--- config.mk ---
export PLATFORM = sky130hd
export DESIGN_NAME = mod_exp_sequencer
export DESIGN_NICKNAME = d
export VERILOG_FILES = /design/src/rtl/paillier_pkg.sv /design/src/rtl/lead_one_detect.sv /design/src/rtl/mod_exp_sequencer.sv
export SDC_FILE = /design/constraint.sdc
export NUM_CORES = 1
export LEC_CHECK = 0
export BUFFER_PORTS_ARGS = -buffer_cell sky130_fd_sc_hd__clkbuf_2
export CAP_MARGIN = 20
export CORE_UTILIZATION = 55
export CTS_CLUSTER_SIZE = 10
export DETAILED_ROUTE_END_ITERATION = 6
export PLACE_DENSITY = 0.91
export SYNTH_ARGS = -nofsm -noshare
export SYNTH_HDL_FRONTEND = slang
export SYNTH_SLANG_ARGS = --single-unit
--- constraint.sdc ---
create_clock -name clk -period 6.7 [get_ports clk]
set_input_delay 0 -clock clk [delete_from_list [all_inputs] [get_ports clk]]
set_output_delay 0 -clock clk [all_outputs]
set_load 0.01 [all_outputs]
--- src/rtl/paillier_pkg.sv ---
// Shared types and defaults for the modular-exponentiation sequencer.
package paillier_pkg;

  localparam int unsigned EXP_W_DEF = 32;
  localparam int unsigned OP_W_DEF  = 32;

  typedef enum logic [3:0] {
    ST_IDLE,
    ST_CHECK,
    ST_RED_ISSUE,
    ST_RED_WAIT,
    ST_SCAN,
    ST_SQ_ISSUE,
    ST_SQ_WAIT,
    ST_MUL_ISSUE,
    ST_MUL_WAIT,
    ST_FINISH
  } mexp_state_e;

  // Index width for a vector of n bits, never zero.
  function automatic int unsigned idx_w(input int unsigned n);
    return (n > 1) ? $clog2(n) : 1;
  endfunction

endpackage

--- src/rtl/lead_one_detect.sv ---
// Combinational leading-one finder; o_idx_c is the position of the most significant set bit.
module lead_one_detect
  import paillier_pkg::*;
#(
  parameter int unsigned W = EXP_W_DEF
) (
  input  logic [W-1:0]         i_vec,
  output logic                 o_valid_c,
  output logic [idx_w(W)-1:0]  o_idx_c
);

  localparam int unsigned IW = idx_w(W);

  // Later (higher) set bits overwrite earlier ones.
  always_comb begin
    o_valid_c = |i_vec;
    o_idx_c   = '0;
    for (int unsigned i = 0; i < W; i++) begin
      if (i_vec[i]) o_idx_c = IW'(i);
    end
  end

endmodule

--- src/rtl/mod_exp_sequencer.sv ---
// Left-to-right square-and-multiply sequencer driving an external modular multiplier.
// Define MODEXP_LZ_SKIP_EN to skip leading zero exponent bits.
module mod_exp_sequencer
  import paillier_pkg::*;
#(
  parameter int unsigned EXP_W = EXP_W_DEF,
  parameter int unsigned OP_W  = OP_W_DEF
) (
  input  logic              clk,
  input  logic              rst,
  input  logic              start,
  input  logic [OP_W-1:0]   base,
  input  logic [OP_W-1:0]   modulus,
  input  logic [EXP_W-1:0]  exponent,
  output logic              busy,
  output logic              done,
  output logic              err,
  output logic [OP_W-1:0]   result,
  output logic              mm_start,
  output logic [OP_W-1:0]   mm_a,
  output logic [OP_W-1:0]   mm_b,
  output logic [OP_W-1:0]   mm_m,
  input  logic              mm_done,
  input  logic [2*OP_W-1:0] mm_result
);

  localparam int unsigned IW = idx_w(EXP_W);
  localparam int unsigned LW = $clog2(EXP_W + 1);

  mexp_state_e      r_state, w_state_nxt;
  logic [OP_W-1:0]  r_base, w_base_nxt;
  logic [EXP_W-1:0] r_exp, w_exp_nxt;
  logic [OP_W-1:0]  r_mod, w_mod_nxt;
  logic [OP_W-1:0]  r_acc, w_acc_nxt;
  logic [OP_W-1:0]  r_br, w_br_nxt;
  logic [IW-1:0]    r_idx, w_idx_nxt;
  logic [LW-1:0]    r_left, w_left_nxt;
  logic             r_busy, w_busy_nxt;
  logic             r_done, w_done_nxt;
  logic             r_err, w_err_nxt;
  logic [OP_W-1:0]  r_result, w_result_nxt;
  logic             r_mm_start, w_mm_start_nxt;
  logic [OP_W-1:0]  r_mm_a, w_mm_a_nxt;
  logic [OP_W-1:0]  r_mm_b, w_mm_b_nxt;
  logic [OP_W-1:0]  r_mm_m, w_mm_m_nxt;

  logic [OP_W-1:0]  w_mm_low;
  logic             w_unused_hi;

  // The multiplier's upper product half carries no information for us.
  assign w_mm_low    = mm_result[OP_W-1:0];
  assign w_unused_hi = ^mm_result[2*OP_W-1:OP_W];

`ifdef MODEXP_LZ_SKIP_EN
  logic          w_lead_valid;
  logic [IW-1:0] w_lead_idx;

  lead_one_detect #(.W(EXP_W)) u_lead_one (
    .i_vec     (r_exp),
    .o_valid_c (w_lead_valid),
    .o_idx_c   (w_lead_idx)
  );
`endif

  always_comb begin
    w_state_nxt    = r_state;
    w_base_nxt     = r_base;
    w_exp_nxt      = r_exp;
    w_mod_nxt      = r_mod;
    w_acc_nxt      = r_acc;
    w_br_nxt       = r_br;
    w_idx_nxt      = r_idx;
    w_left_nxt     = r_left;
    w_busy_nxt     = r_busy;
    w_done_nxt     = 1'b0;
    w_err_nxt      = r_err;
    w_result_nxt   = r_result;
    w_mm_start_nxt = 1'b0;
    w_mm_a_nxt     = r_mm_a;
    w_mm_b_nxt     = r_mm_b;
    w_mm_m_nxt     = r_mm_m;

    case (r_state)
      ST_IDLE: begin
        if (start) begin
          w_base_nxt  = base;
          w_exp_nxt   = exponent;
          w_mod_nxt   = modulus;
          w_mm_m_nxt  = modulus;
          w_busy_nxt  = 1'b1;
          w_state_nxt = ST_CHECK;
        end
      end
      ST_CHECK: begin
        if (r_mod == '0) begin
          w_result_nxt = '0;
          w_err_nxt    = 1'b1;
          w_done_nxt   = 1'b1;
          w_busy_nxt   = 1'b0;
          w_state_nxt  = ST_FINISH;
        end else begin
          // acc starts as 1 mod m, which is 0 for m == 1.
          w_acc_nxt      = (r_mod == OP_W'(1)) ? '0 : OP_W'(1);
          w_mm_a_nxt     = r_base;
          w_mm_b_nxt     = OP_W'(1);
          w_mm_start_nxt = 1'b1;
          w_state_nxt    = ST_RED_ISSUE;
        end
      end
      ST_RED_ISSUE: w_state_nxt = ST_RED_WAIT;
      ST_RED_WAIT: begin
        if (mm_done) begin
          w_br_nxt    = w_mm_low;
`ifdef MODEXP_LZ_SKIP_EN
          // The leading one needs no square/multiply: acc becomes b_r directly.
          w_left_nxt  = w_lead_valid ? LW'(w_lead_idx) : '0;
          w_idx_nxt   = w_lead_idx - IW'(1);
          if (w_lead_valid) w_acc_nxt = w_mm_low;
`else
          w_left_nxt  = (r_exp == '0) ? '0 : LW'(EXP_W);
          w_idx_nxt   = IW'(EXP_W - 1);
`endif
          w_state_nxt = ST_SCAN;
        end
      end
      ST_SCAN: begin
        if (r_left == '0) begin
          w_result_nxt = r_acc;
          w_err_nxt    = 1'b0;
          w_done_nxt   = 1'b1;
          w_busy_nxt   = 1'b0;
          w_state_nxt  = ST_FINISH;
        end else begin
          w_mm_a_nxt     = r_acc;
          w_mm_b_nxt     = r_acc;
          w_mm_start_nxt = 1'b1;
          w_state_nxt    = ST_SQ_ISSUE;
        end
      end
      ST_SQ_ISSUE: w_state_nxt = ST_SQ_WAIT;
      ST_SQ_WAIT: begin
        if (mm_done) begin
          w_acc_nxt = w_mm_low;
          if (r_exp[r_idx]) begin
            w_mm_a_nxt     = w_mm_low;
            w_mm_b_nxt     = r_br;
            w_mm_start_nxt = 1'b1;
            w_state_nxt    = ST_MUL_ISSUE;
          end else begin
            w_left_nxt  = r_left - LW'(1);
            w_idx_nxt   = r_idx - IW'(1);
            w_state_nxt = ST_SCAN;
          end
        end
      end
      ST_MUL_ISSUE: w_state_nxt = ST_MUL_WAIT;
      ST_MUL_WAIT: begin
        if (mm_done) begin
          w_acc_nxt   = w_mm_low;
          w_left_nxt  = r_left - LW'(1);
          w_idx_nxt   = r_idx - IW'(1);
          w_state_nxt = ST_SCAN;
        end
      end
      ST_FINISH: w_state_nxt = ST_IDLE;
      default:   w_state_nxt = ST_IDLE;
    endcase
  end

  always_ff @(posedge clk) begin
    if (rst) begin
      r_state    <= ST_IDLE;
      r_base     <= '0;
      r_exp      <= '0;
      r_mod      <= '0;
      r_acc      <= '0;
      r_br       <= '0;
      r_idx      <= '0;
      r_left     <= '0;
      r_busy     <= 1'b0;
      r_done     <= 1'b0;
      r_err      <= 1'b0;
      r_result   <= '0;
      r_mm_start <= 1'b0;
      r_mm_a     <= '0;
      r_mm_b     <= '0;
      r_mm_m     <= '0;
    end else begin
      r_state    <= w_state_nxt;
      r_base     <= w_base_nxt;
      r_exp      <= w_exp_nxt;
      r_mod      <= w_mod_nxt;
      r_acc      <= w_acc_nxt;
      r_br       <= w_br_nxt;
      r_idx      <= w_idx_nxt;
      r_left     <= w_left_nxt;
      r_busy     <= w_busy_nxt;
      r_done     <= w_done_nxt;
      r_err      <= w_err_nxt;
      r_result   <= w_result_nxt;
      r_mm_start <= w_mm_start_nxt;
      r_mm_a     <= w_mm_a_nxt;
      r_mm_b     <= w_mm_b_nxt;
      r_mm_m     <= w_mm_m_nxt;
    end
  end

  assign busy     = r_busy;
  assign done     = r_done;
  assign err      = r_err;
  assign result   = r_result;
  assign mm_start = r_mm_start;
  assign mm_a     = r_mm_a;
  assign mm_b     = r_mm_b;
  assign mm_m     = r_mm_m;

endmodule

==> flow_summary.yaml <==
grt:
  grt_pass1_vias: 12400
  antenna_found_initial: 1
  grt_pass1_wl_microns: 62600
  grt_max_degree: 132
  gr-usage-all-layers_pct: 35.1
  grt_remaining_overflow: 0
die:
  rows: 53
  io_pins: 296
  die_x_microns: 150
  die_area_sq_um: 22400
  die_h_microns: 150
  start_util_pct: 56.5
  core_area_sq_um: 21200
cells_and_area:
  multi_input_area_sq_um: 5980
  fillers: 1404
  area_delta_synth_final_pct: 28.7
  seqCellArea_sq_um: 5510
  num-nets-final: 1944
  fin_util_pct: 72.7
  final_cell_area_sq_um: 15400
  drive_gt1_share_pct: 20.0
detailed_routing:
  via_per_inst: 5.99
  antenna_left: 0
  routedWlPerCell_microns: 19.5
  via_count: 12300
  wirelength_microns: 40100
  drc_errors: 2
  dr.pass1.iters: 7
  drtIter0Drc: 1083
sta:
  report.final.hold_viol_count: 0
  setup_tns_ns: 0
  skew_ns: 0.0201
  finalMaxSlewViolations: 0
  min_period_ns: 4.41
  period_share_pct: 65.8
  fmax_mhz: 227
  final-setup-viol-count: 0
  rsz0062_at_grt: "no"
  slew_headroom_pct: 26.5
  worst_pin_slew_ns: 1.10
hold_path:
  hp-class: "input pin to flip-flop"
  min_from: "rst"
synthesis:
  synth_warnings: 0
  synth_top_area_share_pct: 45.9
  syn_inst: 1458
  syn_area_sq_um: 12000
  ys_ff_latch: 275
  synth.avg_cell_area_sq_um: 8.23
  synth_fp_nets: 1624
  synth_edf_count: 0
  synth_top_area_cell: "dfxtp_1"
  ys_types: 49
  synth_area_leaders: "dfxtp_1 46%, nand2_1 11%, mux2i_1 9.1%, a21oi_1 8.8%, nand2b_1 3.3%"
  ys_seq_area_share_pct: 45.9
  synth_flop_cell: "dfxtp_1"
  async_flop_share_pct: 0
clocking:
  clk_path_buf_depth: 3
  cts_sinks: 275
  cts_tree: "yes"
  cts_buffers: 31
  path_clk_slew_ns: 0.06
  htree_levels: 1
  root_buffer: "clkbuf_16"
  insertion_delay_ns: 0.54
critical_path:
  setup.worst_path.class: "flip-flop to flip-flop"
  max_stage_delay_ns: 0.91
  r2r-start: "mm_m[8]"
  crit_required_ns: 7.13
  crit_path_frequent_cell: "buf_4"
  cp.arrival_ns: 4.84
  crit_family: "simple AND/OR/NAND/NOR gates"
  critPathSlowestCell: "nor3_1"
  start_kind: "flip-flop"
  cp_cell_sequence: "nor4_1 > nand4_1 > nor3_1 > nand2_1 > buf_4 > o21ai_0 > a221o_4 > buf_4 > mux2_1"
  path_buf_inv: 2
  setup.worst_path.start: "mm_m[8]"
  worstPathMaxFanout: 37
  setup.worst_path.end_class: "flip-flop"
placement:
  hpwl_microns: 21900
  place_congestion: 0.875
  numPortBuffers: 263
  placed_cell_area_sq_um: 13300
pwr:
  powerDensity_nw_per_um2: 298
  power.total_mw: 4.61
  vdd_ir_drop_max_uv: 266
  p_leak_nw: 6.28
outcome:
  status: "finished with violations"
  failed_checks: "design-rule violations"
flow_run:
  drv_cap: 0
-- flip-flops by register name, summed over array words and instances (netlist names) --
| signal | count |
|---|---|
| busy | 1 |
| err | 1 |
| r_base | 32 |
| r_acc | 32 |
| r_br | 32 |
| r_exp | 32 |
| done | 1 |
| r_idx | 5 |
| mm_m | 32 |
| mm_b | 32 |
| r_state | 4 |
| mm_a | 32 |
| result | 32 |
| r_left | 6 |
| mm_start | 1 |
-- cell families (layout without fill, tap and decap cells) --
kind of cell	count (synthesis)	after routing	synth area share, %
buf+inv	133	456	4.81
compound gates	286	286	13.7
fa+ha+maj	2	2	0.209
mux	145	145	12.5
other cells	0	2	0
simple gates	616	616	22.9
flops	275	275	45.9
xor+xnor	1	1	0.0730
-- power by group --
| group | internal (mW) | switching (mW) | total [mW] | leakage, nW |
|---|---|---|---|---|
| clock | 0.825 | 0.624 | 1.45 | 0.394 |
| sequential | 1.78 | 0.163 | 1.95 | 2.23 |
| combinational | 0.450 | 0.759 | 1.21 | 3.65 |
| total | 3.06 | 1.55 | 4.61 | 6.28 |
-- final cells by class --
type / instances / share of cell area, %
multi-input cells: 1050 / 38.8
inverters: 11 / 0.268
well taps: 275 / 2.23
repair buffers: 409 / 17.8
clock buffers: 36 / 5.21
flip-flops and latches: 275 / 35.7
diodes: 2 / 0.0324
-- per-stage QoR --
stage                     std cells  hold WS [ns]  setup WS, ns
after global routing           2057         0.199          2.16
after detailed placement       1889         0.228          2.60
after global placement         1889         0.223          2.68
after CTS                      2055         0.146          2.55
after floorplan                1458         0.136          4.52
final                          2058         0.153          2.29
-- what timing repair did --
action,CTS,global route
resized for setup,0,0
setup buffers,0,0
hold buffers,130,0
hold endpoints to repair,184,0
-- final timing paths --
kind / to / slack (ns) / depth (start not counted)
setup / recovery: mm_b[0] / 2.29 / 9
hold / removal: r_base[16] / 0.15 / 2
setup reg to reg: mm_b[0] / 2.29 / 9
hold reg to reg: r_br[7] / 0.45 / 2
-- Yosys cell counts, types with 14 or more instances --
library cell,number
a211o_1,32
a21oi_1,210
clkbuf_1,100
dfxtp_1,275
mux2_2,35
mux2i_1,109
nand2_1,365
nand2b_1,64
nand3_1,70
nor2_1,47
nor3_1,14
nor4_1,20
-- worst register-to-register path, stage by stage (launching register included) --
cell and delay [ns]:
dfxtp_1 0.35, nor4_1 0.50, nand4_1 0.26, nor3_1 0.91, nand2_1 0.12, buf_4 0.31
o21ai_0 0.18, a221o_4 0.61, buf_4 0.68, mux2_1 0.39
-- layout by cell type, fill, tap and decap left out, types with 4 or more instances in the layout --
| master | count |
|---|---|
| nand4_1 | 5 |
| nor3_1 | 12 |
| dlygate4sd3_1 | 130 |
| mux2_2 | 35 |
| inv_1 | 11 |
| dfxtp_1 | 274 |
| a22oi_1 | 4 |
| a211o_1 | 32 |
| nor2b_1 | 5 |
| buf_4 | 15 |
| nand2_1 | 365 |
| nor2_1 | 46 |
| o21a_1 | 5 |
| nand2b_1 | 64 |
| clkbuf_1 | 4 |
| o21ai_0 | 10 |
| a211oi_1 | 4 |
| nor4_1 | 20 |
| nand3_1 | 69 |
| clkbuf_2 | 262 |
| mux2i_1 | 109 |
| a21oi_1 | 209 |
| clkbuf_16 | 31 |
| or3_1 | 7 |
-- per-layer routing --
layer  part of all wire [%]  GRT usage [%]
met5                      0              0
met4                    5.7           19.7
met3                    9.6           8.41
met2                     48           59.9
met1                     37           40.1
No activity file was read; power rests on OpenSTA's default activity.
